$ cat config.mk
export PLATFORM = sky130hd
export DESIGN_NAME = mux_nx1_stream
export DESIGN_NICKNAME = d
export VERILOG_FILES = /design/src/rtl/mux_nx1_stream.sv
export SDC_FILE = /design/constraint.sdc
export NUM_CORES = 1
export LEC_CHECK = 0
export CAP_MARGIN = 20
export CORE_MARGIN = 3
export CORE_UTILIZATION = 33
export CTS_BUF_LIST = sky130_fd_sc_hd__clkbuf_4
export DETAILED_ROUTE_END_ITERATION = 10
export HOLD_SLACK_MARGIN = 0.08
export PLACE_DENSITY = 0.81
export SYNTH_ARGS = -nofsm -noshare
export SYNTH_HDL_FRONTEND = slang
export SYNTH_SLANG_ARGS = --single-unit
$ cat constraint.sdc
create_clock -name clk -period 2.5 [get_ports clk]
set_input_delay 0.5 -clock clk [delete_from_list [all_inputs] [get_ports clk]]
set_output_delay 0.5 -clock clk [all_outputs]
set_load 0.02 [all_outputs]
$ cat src/rtl/mux_nx1_stream.sv
// -----------------------------------------------------------------------------
// mux_nx1_stream
//   N-to-1 streaming multiplexer with a single registered output stage.
//   Each input channel and the output use a valid/ready handshake.
//   The channel is picked either by an external select (MODE=0) or by a fair
//   round-robin arbiter (MODE=1).
//
// Handshake semantics (all ports): a word moves across an interface on a rising
//   clock edge where both valid and ready are high. A producer holds valid and
//   data stable until the word is taken. in_ready depends combinationally on
//   out_ready: a slot opens in the output register in the same cycle that the
//   consumer drains it.
//
// Ports
//   clk           rising-edge clock
//   rst_n         asynchronous active-low reset
//   in_data       N*W  channel i data at [i*W +: W]
//   in_valid      N    channel i offers a word
//   in_ready      N    channel i word is taken this cycle (at most one bit set)
//   sel           SEL_W  selected channel, MODE=0 only
//   out_data      W    registered output word
//   out_valid     1    out_data holds a valid word
//   out_ready     1    consumer accepts out_data this cycle
//   out_chan      SEL_W  channel that supplied out_data
//   dbg_rr_ptr_o  SEL_W  round-robin pointer state (stays 0 when MODE=0)
// -----------------------------------------------------------------------------
module mux_nx1_stream #(
  parameter int N     = 4,
  parameter int W     = 8,
  parameter int MODE  = 0,
  parameter int SEL_W = 2
) (
  input  logic             clk,
  input  logic             rst_n,
  input  logic [N*W-1:0]   in_data,
  input  logic [N-1:0]     in_valid,
  output logic [N-1:0]     in_ready,
  input  logic [SEL_W-1:0] sel,
  output logic [W-1:0]     out_data,
  output logic             out_valid,
  input  logic             out_ready,
  output logic [SEL_W-1:0] out_chan,
  output logic [SEL_W-1:0] dbg_rr_ptr_o
);

  logic [W-1:0]     out_data_q,  out_data_d;
  logic             out_valid_q, out_valid_d;
  logic [SEL_W-1:0] out_chan_q,  out_chan_d;
  logic [SEL_W-1:0] rr_ptr_q,    rr_ptr_d;

  logic             load_en;
  logic             gnt_found;
  logic [SEL_W-1:0] gnt_idx;
  logic [2*N-1:0]   valid_dbl;
  logic [N-1:0]     valid_rot;
  logic [SEL_W:0]   rr_sum;
  logic [W-1:0]     sel_data;

  // Grant selection. In round-robin mode the valid vector is rotated so that
  // bit j corresponds to channel (rr_ptr + j) mod N; the lowest set bit of the
  // rotated vector is the first requester in search order.
  always_comb begin
    load_en   = !out_valid_q || out_ready;
    gnt_found = 1'b0;
    gnt_idx   = '0;
    valid_dbl = {in_valid, in_valid};
    valid_rot = '0;
    rr_sum    = '0;
    if (MODE == 0) begin
      // A sel value >= N matches no channel, so it never grants.
      for (int i = 0; i < N; i++) begin
        if (sel == SEL_W'(i) && in_valid[i]) begin
          gnt_found = 1'b1;
          gnt_idx   = SEL_W'(i);
        end
      end
    end else begin
      valid_rot = N'(valid_dbl >> rr_ptr_q);
      for (int j = 0; j < N; j++) begin
        if (!gnt_found && valid_rot[j]) begin
          gnt_found = 1'b1;
          rr_sum    = {1'b0, rr_ptr_q} + (SEL_W+1)'(j);
          if (rr_sum >= (SEL_W+1)'(N)) begin
            rr_sum = rr_sum - (SEL_W+1)'(N);
          end
          gnt_idx = rr_sum[SEL_W-1:0];
        end
      end
    end
  end

  // in_ready is forced low while reset is asserted, even though the empty
  // output register would otherwise make load_en high.
  always_comb begin
    in_ready = '0;
    if (rst_n && load_en && gnt_found) begin
      in_ready = N'(1) << gnt_idx;
    end
  end

  always_comb begin
    sel_data = '0;
    for (int i = 0; i < N; i++) begin
      if (gnt_idx == SEL_W'(i)) begin
        sel_data = in_data[i*W +: W];
      end
    end
  end

  always_comb begin
    out_data_d  = out_data_q;
    out_chan_d  = out_chan_q;
    out_valid_d = out_valid_q;
    rr_ptr_d    = rr_ptr_q;
    if (load_en) begin
      out_valid_d = gnt_found;
      if (gnt_found) begin
        out_data_d = sel_data;
        out_chan_d = gnt_idx;
        if (MODE != 0) begin
          // Explicit wrap: N need not be a power of two.
          rr_ptr_d = (gnt_idx == SEL_W'(N-1)) ? '0 : gnt_idx + 1'b1;
        end
      end
    end
  end

  always_ff @(posedge clk or negedge rst_n) begin
    if (!rst_n) begin
      out_data_q  <= '0;
      out_chan_q  <= '0;
      out_valid_q <= 1'b0;
      rr_ptr_q    <= '0;
    end else begin
      out_data_q  <= out_data_d;
      out_chan_q  <= out_chan_d;
      out_valid_q <= out_valid_d;
      rr_ptr_q    <= rr_ptr_d;
    end
  end

  assign out_data     = out_data_q;
  assign out_valid    = out_valid_q;
  assign out_chan     = out_chan_q;
  assign dbg_rr_ptr_o = rr_ptr_q;

endmodule
**Yosys cells after proc, flatten, opt, wreduce, memory -nomap -nowiden**

Index checks and enable logic that the tools add are counted.

- Mux-type cells: 12
- Reductions and logical operators: 11
- Equality and inequality tests: 6
- Shifts and indexed selects: 1

Operators with widths:

| kind | number |
|---|---|
| 8-bit 2-to-1 mux | 4 |
| 2-bit equality test, second input constant | 4 |
| 1-bit logical AND | 6 |
| 1-bit 2-to-1 mux | 5 |
| 2-bit by 1-bit equality test with 1-bit output, second input constant | 2 |
| 2-bit zero test | 2 |
| 2-bit 2-to-1 mux | 2 |
| 4-bit 2-to-1 mux | 1 |
| 1-bit by 2-bit << shifter with 4-bit output, first input constant | 1 |
| 2-bit AND reduction | 1 |
| 1-bit zero test | 1 |
| 1-bit logical OR | 1 |

- Output and inout bits: 17
- Bits of input ports: 41
- Logic and storage cells: 33
- Flip-flop bits (word level): 11

**Longest topological paths before layout**

Gate-level depths: netlist of the first run.

- Word-level depth: 10
- Depth in mapped cells: 6
- Depth with buffers taken out: 4

**Worst setup path before layout of the first run**

OpenSTA, ideal clock, no wires.

- Path type: input to output
- Start point: in sel[1]
- End point: out in_ready[1]
- Slack: 212 ps
- Buffers on the path: 2
- Arrival: 1788 ps
- Stages: 6
- Cells stage by stage: buf_6 mux4_2 and2_1 buf_2 nand2_1 nor3_1

- Word-level cells in the longest chain between the ends: 8

Ends and longest elaborated chain:

| item | RTL line | RTL |
|---|---|---|
| start: declaration | 38 | `input logic [SEL_W-1:0] sel,` |
| 2-bit zero test | 72 | `if (sel == SEL_W'(i) && in_valid[i]) begin` |
| 1-bit logical AND | 72 |  |
| 1-bit 2-to-1 mux (4 in a row) | 72 |  |
| 1-bit logical AND | 96 | `if (rst_n && load_en && gnt_found) begin` |
| 4-bit 2-to-1 mux (*) | 96 |  |
| end: declaration | 37 | `output logic [N-1:0] in_ready,` |

Every way passes the cells marked *; elsewhere a longest branch is shown, timed or not.

**Final worst setup path of the first run**

- Start point: in in_valid[3]
- End point: out in_ready[1]

- Word-level cells in the longest chain between the ends: 4

Ends and longest elaborated chain:

| item | RTL line | RTL |
|---|---|---|
| start: declaration | 36 | `input logic [N-1:0] in_valid,` |
| 1-bit logical AND (*) | 72 |  |
| 2-bit 2-to-1 mux / 1-bit 2-to-1 mux (equally long branches) | 72 |  |
| 1-bit by 2-bit << shifter with 4-bit output / 1-bit logical AND (equally long branches) | 97, 96 |  |
| 4-bit 2-to-1 mux (*) | 96 |  |

Marks and branches as above.

==> run metrics, run 1 <==
number of synthesized register bits=11; worst hold-check path type=flop to flop; Total GRT Usage=19.86%; Sink Count=11; Post-Syn Area=726.9 um^2; RSZ-0062 raised after global routing=false; Crit Path Max Fanout=4; critical path type=input port to output pin; status=finished clean; crit-path cells=clkdlybuf4s50_1 > mux4_2 > and2_4 > nand2_2 > nor3_1 > buf_2; die area=~2800 um^2; GRT overflow=0; dpl hpwl=2.146 mm; CTS hold repair buffers=0; crit end category=output pin; adder-cell area share of the yosys netlist=0%; clk root buf=clkbuf_4; CORE AREA=~2000 um^2; Initial Util=between 30% and 40%; Routed WL per cell=between 10 and 15 um; via/cell ratio=approximately 5.2; IO buf count=55; DRT antenna net count=0; fin crit period=approximately 2.4 ns; Max-slew headroom=63.57%; Reg2Reg Setup Slack=between 1 and 1.5 ns; Final Max Slew Viols=0; routed wire length=roughly 2.6 mm; Power per Cell Area=around 500 nW/um^2; Area growth syn-to-layout=90.19%; Critical Path Stages=6; Worst-path clk slew=around 0.06 ns; Hold Path Stages=2; post_cts resized=20; maximum clock path buffer count=2; Achievable Freq=416.7 MHz; Cells after DPL=about 170; routability congestion estimate=around 0.9; Post-Synth Simple-Gate Area=roughly 17%; level count of the clock H-tree=1; min-delay src=out_chan[1]; CP max stage delay=0.49 ns; Clk Latency, worst-skew pair=~0.27 ns; fin cells=roughly 180; layout cells sized above 1=17.33%; via count=approximately 920; Critical Path AT=approximately 1.9 ns; via count of the first global-routing pass=between 800 and 900; Max VDD drop=between 0.0003 and 0.0004 V; reg2reg end=out_data[5]; Synth cell types=24; Worst Path Required=2.00 ns; Synth area leaders=dfrtp_1 (38%), nand2_1 (8.3%), o31ai_1 (8.3%), a221oi_1 (7.2%), mux2i_1 (5.5%); max-cap viol count=0; Iter 0 DRT Violations=12; final net count=about 190; r2r startpoint=out_valid; delay-heaviest family, CP=buffers and inverters; Synth Area in Compound Gates=a little over a quarter; leakage=roughly 0.60 nW; Die Wd=roughly 53 um; Synth area leader=dfrtp_1; period utilization=a little over nine tenths; Setup TNS Final=0 ns; Synth Area in XOR/XNOR=0%; yosys warns=0; 1st-pass router iterations=4; Worst-Margin Slew=about 0.55 ns; Worst Hold End=out_chan[1]; initial antenna violation count=0; crit start category=input port; Final Skew=0.007617 ns; Syn Area/Cell=between 8 and 9 um^2; final setup violation count=0; largest net degree at the start of global routing=17; Residual DRC=0; reg2reg path depth=3; CP max-delay cell=mux4_2; Synth Instances=84; sequential element share of the synthesized area=37.87%; io pins=58; Inserted Diodes=0; post-synthesis mux area share=between 10% and 20%; CTS tree=done; worst path bufs/invs=2; final hold vios=0; post-synth top area share=a little under two fifths; largest family of logic cells by synthesized area=compound AO/OA/AOI/OAI gates; DIE HEIGHT=52.94 um; TritonCTS Buffers=3; Post-CTS Setup Inserts=0; Row Count=16; global-route wire length before repair=3.967 mm
-- tightest hold or removal path: stages (launching register included) --
cell and delay [ns]:
dfrtp_1 0.35, nand2_1 0.05, nand2_1 0.05
-- kinds of logic after synthesis --
| group | count (synthesis) |
|---|---|
| compound gates | 27 |
| mux | 6 |
| flops | 11 |
| simple gates | 29 |
| other cells | 1 |
| buf+inv | 10 |
-- routing by layer --
metal / vias to the layer above / wire length, um / part of all wire [%] / global-route usage, %
li1: 443 / - / - / -
met1: 420 / 997 / 38 / 22.22
met2: 56 / 1294 / 49 / 34.50
met3: 2 / 330 / 13 / 5.352
met4: 0 / 13 / 0.49 / 9.362
met5: - / 0 / 0 / 0
-- how the worst max path moves through the flow --
stage / startpoint / endpoint / slack [ns]
detailed placement: sel[1] / in_ready[3] / -0.45
CTS: in_valid[3] / in_ready[1] / 0.1
global placement: sel[1] / in_ready[1] / -0.42
global route: in_valid[3] / in_ready[0] / 0.05
finish: in_valid[3] / in_ready[1] / 0.10
floorplan: sel[1] / in_ready[1] / 0.21
-- final cells by class --
type                            instances  area [um^2]
Fill cell                             172        639.4
Timing Repair Buffer                   69        634.4
Tap cell                               27        33.78
Multi-Input combinational cell         64        401.6
Inverter                                2        7.507
Clock buffer                            4        30.03
Sequential cell                        11        275.3
-- flip-flops by register name, indices dropped and copies added (netlist names) --
| register | flops |
|---|---|
| out_chan | 2 |
| out_valid | 1 |
| out_data | 8 |
-- synthesized netlist by cell type --
cell	number
nor2b_1	1
o21ai_0	4
mux2_2	1
nand2_1	16
dfrtp_1	11
nand2b_1	2
clkbuf_1	2
a32o_1	1
mux2i_1	4
buf_2	2
buf_6	1
inv_1	2
and2_1	1
conb_1	1
a21oi_1	2
nand3_1	1
buf_4	3
nand3b_1	1
o31ai_1	8
o22ai_1	6
nor2_1	6
mux4_2	1
nor3_1	1
a221oi_1	6
-- cells in the final DEF (no fill, tap or decap), drive strengths merged, types with 2 or more instances in the layout --
cell / count
a221oi: 6
o22ai: 6
buf: 18
mux2i: 4
o31ai: 8
nand2: 16
nand2b: 2
nor2: 6
conb: 2
clkbuf: 4
o21ai: 4
a21oi: 2
clkdlybuf4s50: 50
inv: 2
dfrtp: 11
-- through the flow --
step,worst slack (ns),power [mW],cell area (um^2),utilization [%],hold WS (ns)
after floorplan,0.2118,0.3820,730.7,-,0.2044
after global placement,-0.4225,0.5565,1369,67.70,0.4595
after detailed placement,-0.4519,0.5651,1369,67.70,0.4672
after CTS,0.09808,0.6988,1383,68.38,0.4825
after global routing,0.04687,0.7300,1383,68.38,0.5022
final,0.1004,0.6920,1383,68.38,0.4811
-- report_power, final --
group          switching (mW)  internal (mW)  total, mW
Clock                  0.0589         0.0725      0.131
Sequential             0.0186          0.216      0.235
Combinational           0.147          0.178      0.326
Power figures use the tool's default switching activity.
==> run 2: changes to the inputs <==
Settings changed: GPL_TIMING_DRIVEN set to 0.
==> run metrics, run 2 (same netlist as run 1, synthesis figures left out) <==
DRT antenna net count=0; level count of the clock H-tree=1; Worst-path clk slew=about 0.07 ns; Worst-Margin Slew=roughly 0.56 ns; reg2reg end=out_data[6]; CTS hold repair buffers=0; power share of the clock group=between 15 and 20%; Area growth syn-to-layout=80.72%; Final Skew=approximately 0.0009 ns; max-cap viol count=0; RSZ-0062 raised after global routing=false; Initial Util=a little over a third; initial antenna violation count=0; largest net degree at the start of global routing=13; Cells after DPL=between 150 and 200; Iter 0 DRT Violations=18; power share of the sequential group=34.7%; Final Max Slew Viols=0; Reg2Reg Setup Slack=1.19 ns; Max-slew headroom=62.28%; number of flip-flops in the largest register=8; leakage=0.5736 nW; crit end category=output pin; reg2reg path depth=4; dpl hpwl=approximately 2 mm; CP max-delay cell=mux4_2; Max VDD drop=0.0002680 V; CORE AREA=2022 um^2; CTS tree=done; overall power=between 0.6 and 0.7 mW; Int Power=0.4558 mW; Clk Latency, worst-skew pair=0.26 ns; via/cell ratio=5.207; Crit Path Max Fanout=4; DIE HEIGHT=approximately 53 um; sw power=0.2240 mW; Row Count=16; r2r startpoint=out_valid; register area=275.3 um^2; Routed WL per cell=15.21 um; io pins=between 50 and 60; Layout fillers=between 150 and 200; worst hold-check path type=input port to asynchronous set/reset pin; final net count=184; Die Wd=~53 um; delay-heaviest family, CP=buffers and inverters; via count of the first global-routing pass=about 800; routability congestion estimate=~0.70; Finished Cell Area=roughly 1300 um^2; most common cell after layout, fill and taps aside=clkdlybuf4s50_1; switching power share of the total=between 30% and 40%; worst path bufs/invs=2; Residual DRC=0; crit-path cells=clkdlybuf4s50_1 > mux4_2 > and2_4 > nand2_2 > nor2_1 > buf_4; period utilization=96.80%; commonest cells after routing, fill and taps aside=clkdlybuf4s50_1 (45), nand2_1 (15), dfrtp_1 (11); TritonCTS Buffers=3; clk root buf=clkbuf_4; layout cells sized above 1=roughly 13%; die area=about 2800 um^2; Inserted Diodes=0; fin cells=about 170; fin crit period=between 2 and 2.5 ns; maximum clock path buffer count=2; via count=880; final setup violation count=0; area of the multi-input gates=between 400 and 500 um^2; Power per Cell Area=517.4 nW/um^2; IO buf count=53; crit start category=input port; combinational share of power=a little under half; dpl cell area=about 1300 um^2; routed wire length=2.571 mm; Critical Path AT=1.92 ns; GRT overflow=0; Sink Count=11; Achievable Freq=slightly above 400 MHz; Worst Path Required=approximately 2.0 ns; final hold vios=0; critical path type=input port to output pin; CP max stage delay=roughly 0.48 ns; global-route wire length before repair=a little under 4 mm; Total GRT Usage=between 10% and 20%; Setup TNS Final=0 ns; 1st-pass router iterations=6; status=finished clean
run 2: routing by layer:
metal  wire, um  vias to the layer above  GRT usage [%]
li1           -                      422              -
met1       1066                      409          24.04
met2       1229                       45          33.06
met3        244                        4          4.225
met4         30                        0          6.383
met5          0                        -              0
run 2: final cells by class:
type                       instances  area share [%]
buffer                             7           3.524
clock buffer                       4           2.286
inverter                           2          0.5714
multi-input combinational         64           30.57
sequential                        11           20.95
tap                               27           2.571
timing repair buffer              54           39.52
run 2: how the worst max path moves through the flow:
stage / startpoint / endpoint / slack, ns / cells after the start
global route: in_valid[0] / in_ready[3] / 0.02 / 6
CTS: in_valid[0] / in_ready[3] / 0.01 / 6
detailed placement: in_valid[3] / in_ready[3] / -0.59 / 7
global placement: in_valid[3] / in_ready[3] / -0.56 / 7
finish: in_valid[0] / in_ready[3] / 0.08 / 6
floorplan: sel[1] / in_ready[1] / 0.21 / 6
run 2: repair_timing:
item,CTS,global route
gates resized for setup,22,3
hold endpoints to repair,0,0
endpoints found under the setup margin,4,4
buffers inserted,1,0
run 2: power groups by stage:
stage                     Combinational, mW  Sequential, mW  Clock, mW
after detailed placement              0.312           0.240          0
final                                 0.311           0.236      0.133
after global routing                  0.332           0.243      0.149
after global placement                0.308           0.237          0
after CTS                             0.311           0.236      0.137
after floorplan                      0.0953           0.287          0
run 2: per-stage QoR:
stage	hold slack, ns	setup WS (ns)	util, %
6_report	0.2005	0.07996	64.98
5_1_grt	0.2210	0.02391	64.98
4_1_cts	0.4835	0.01135	64.73
3_5_place_dp	0.4661	-0.5860	64.05
3_3_place_gp	0.4603	-0.5591	64.05
2_1_floorplan	0.2044	0.2118	-
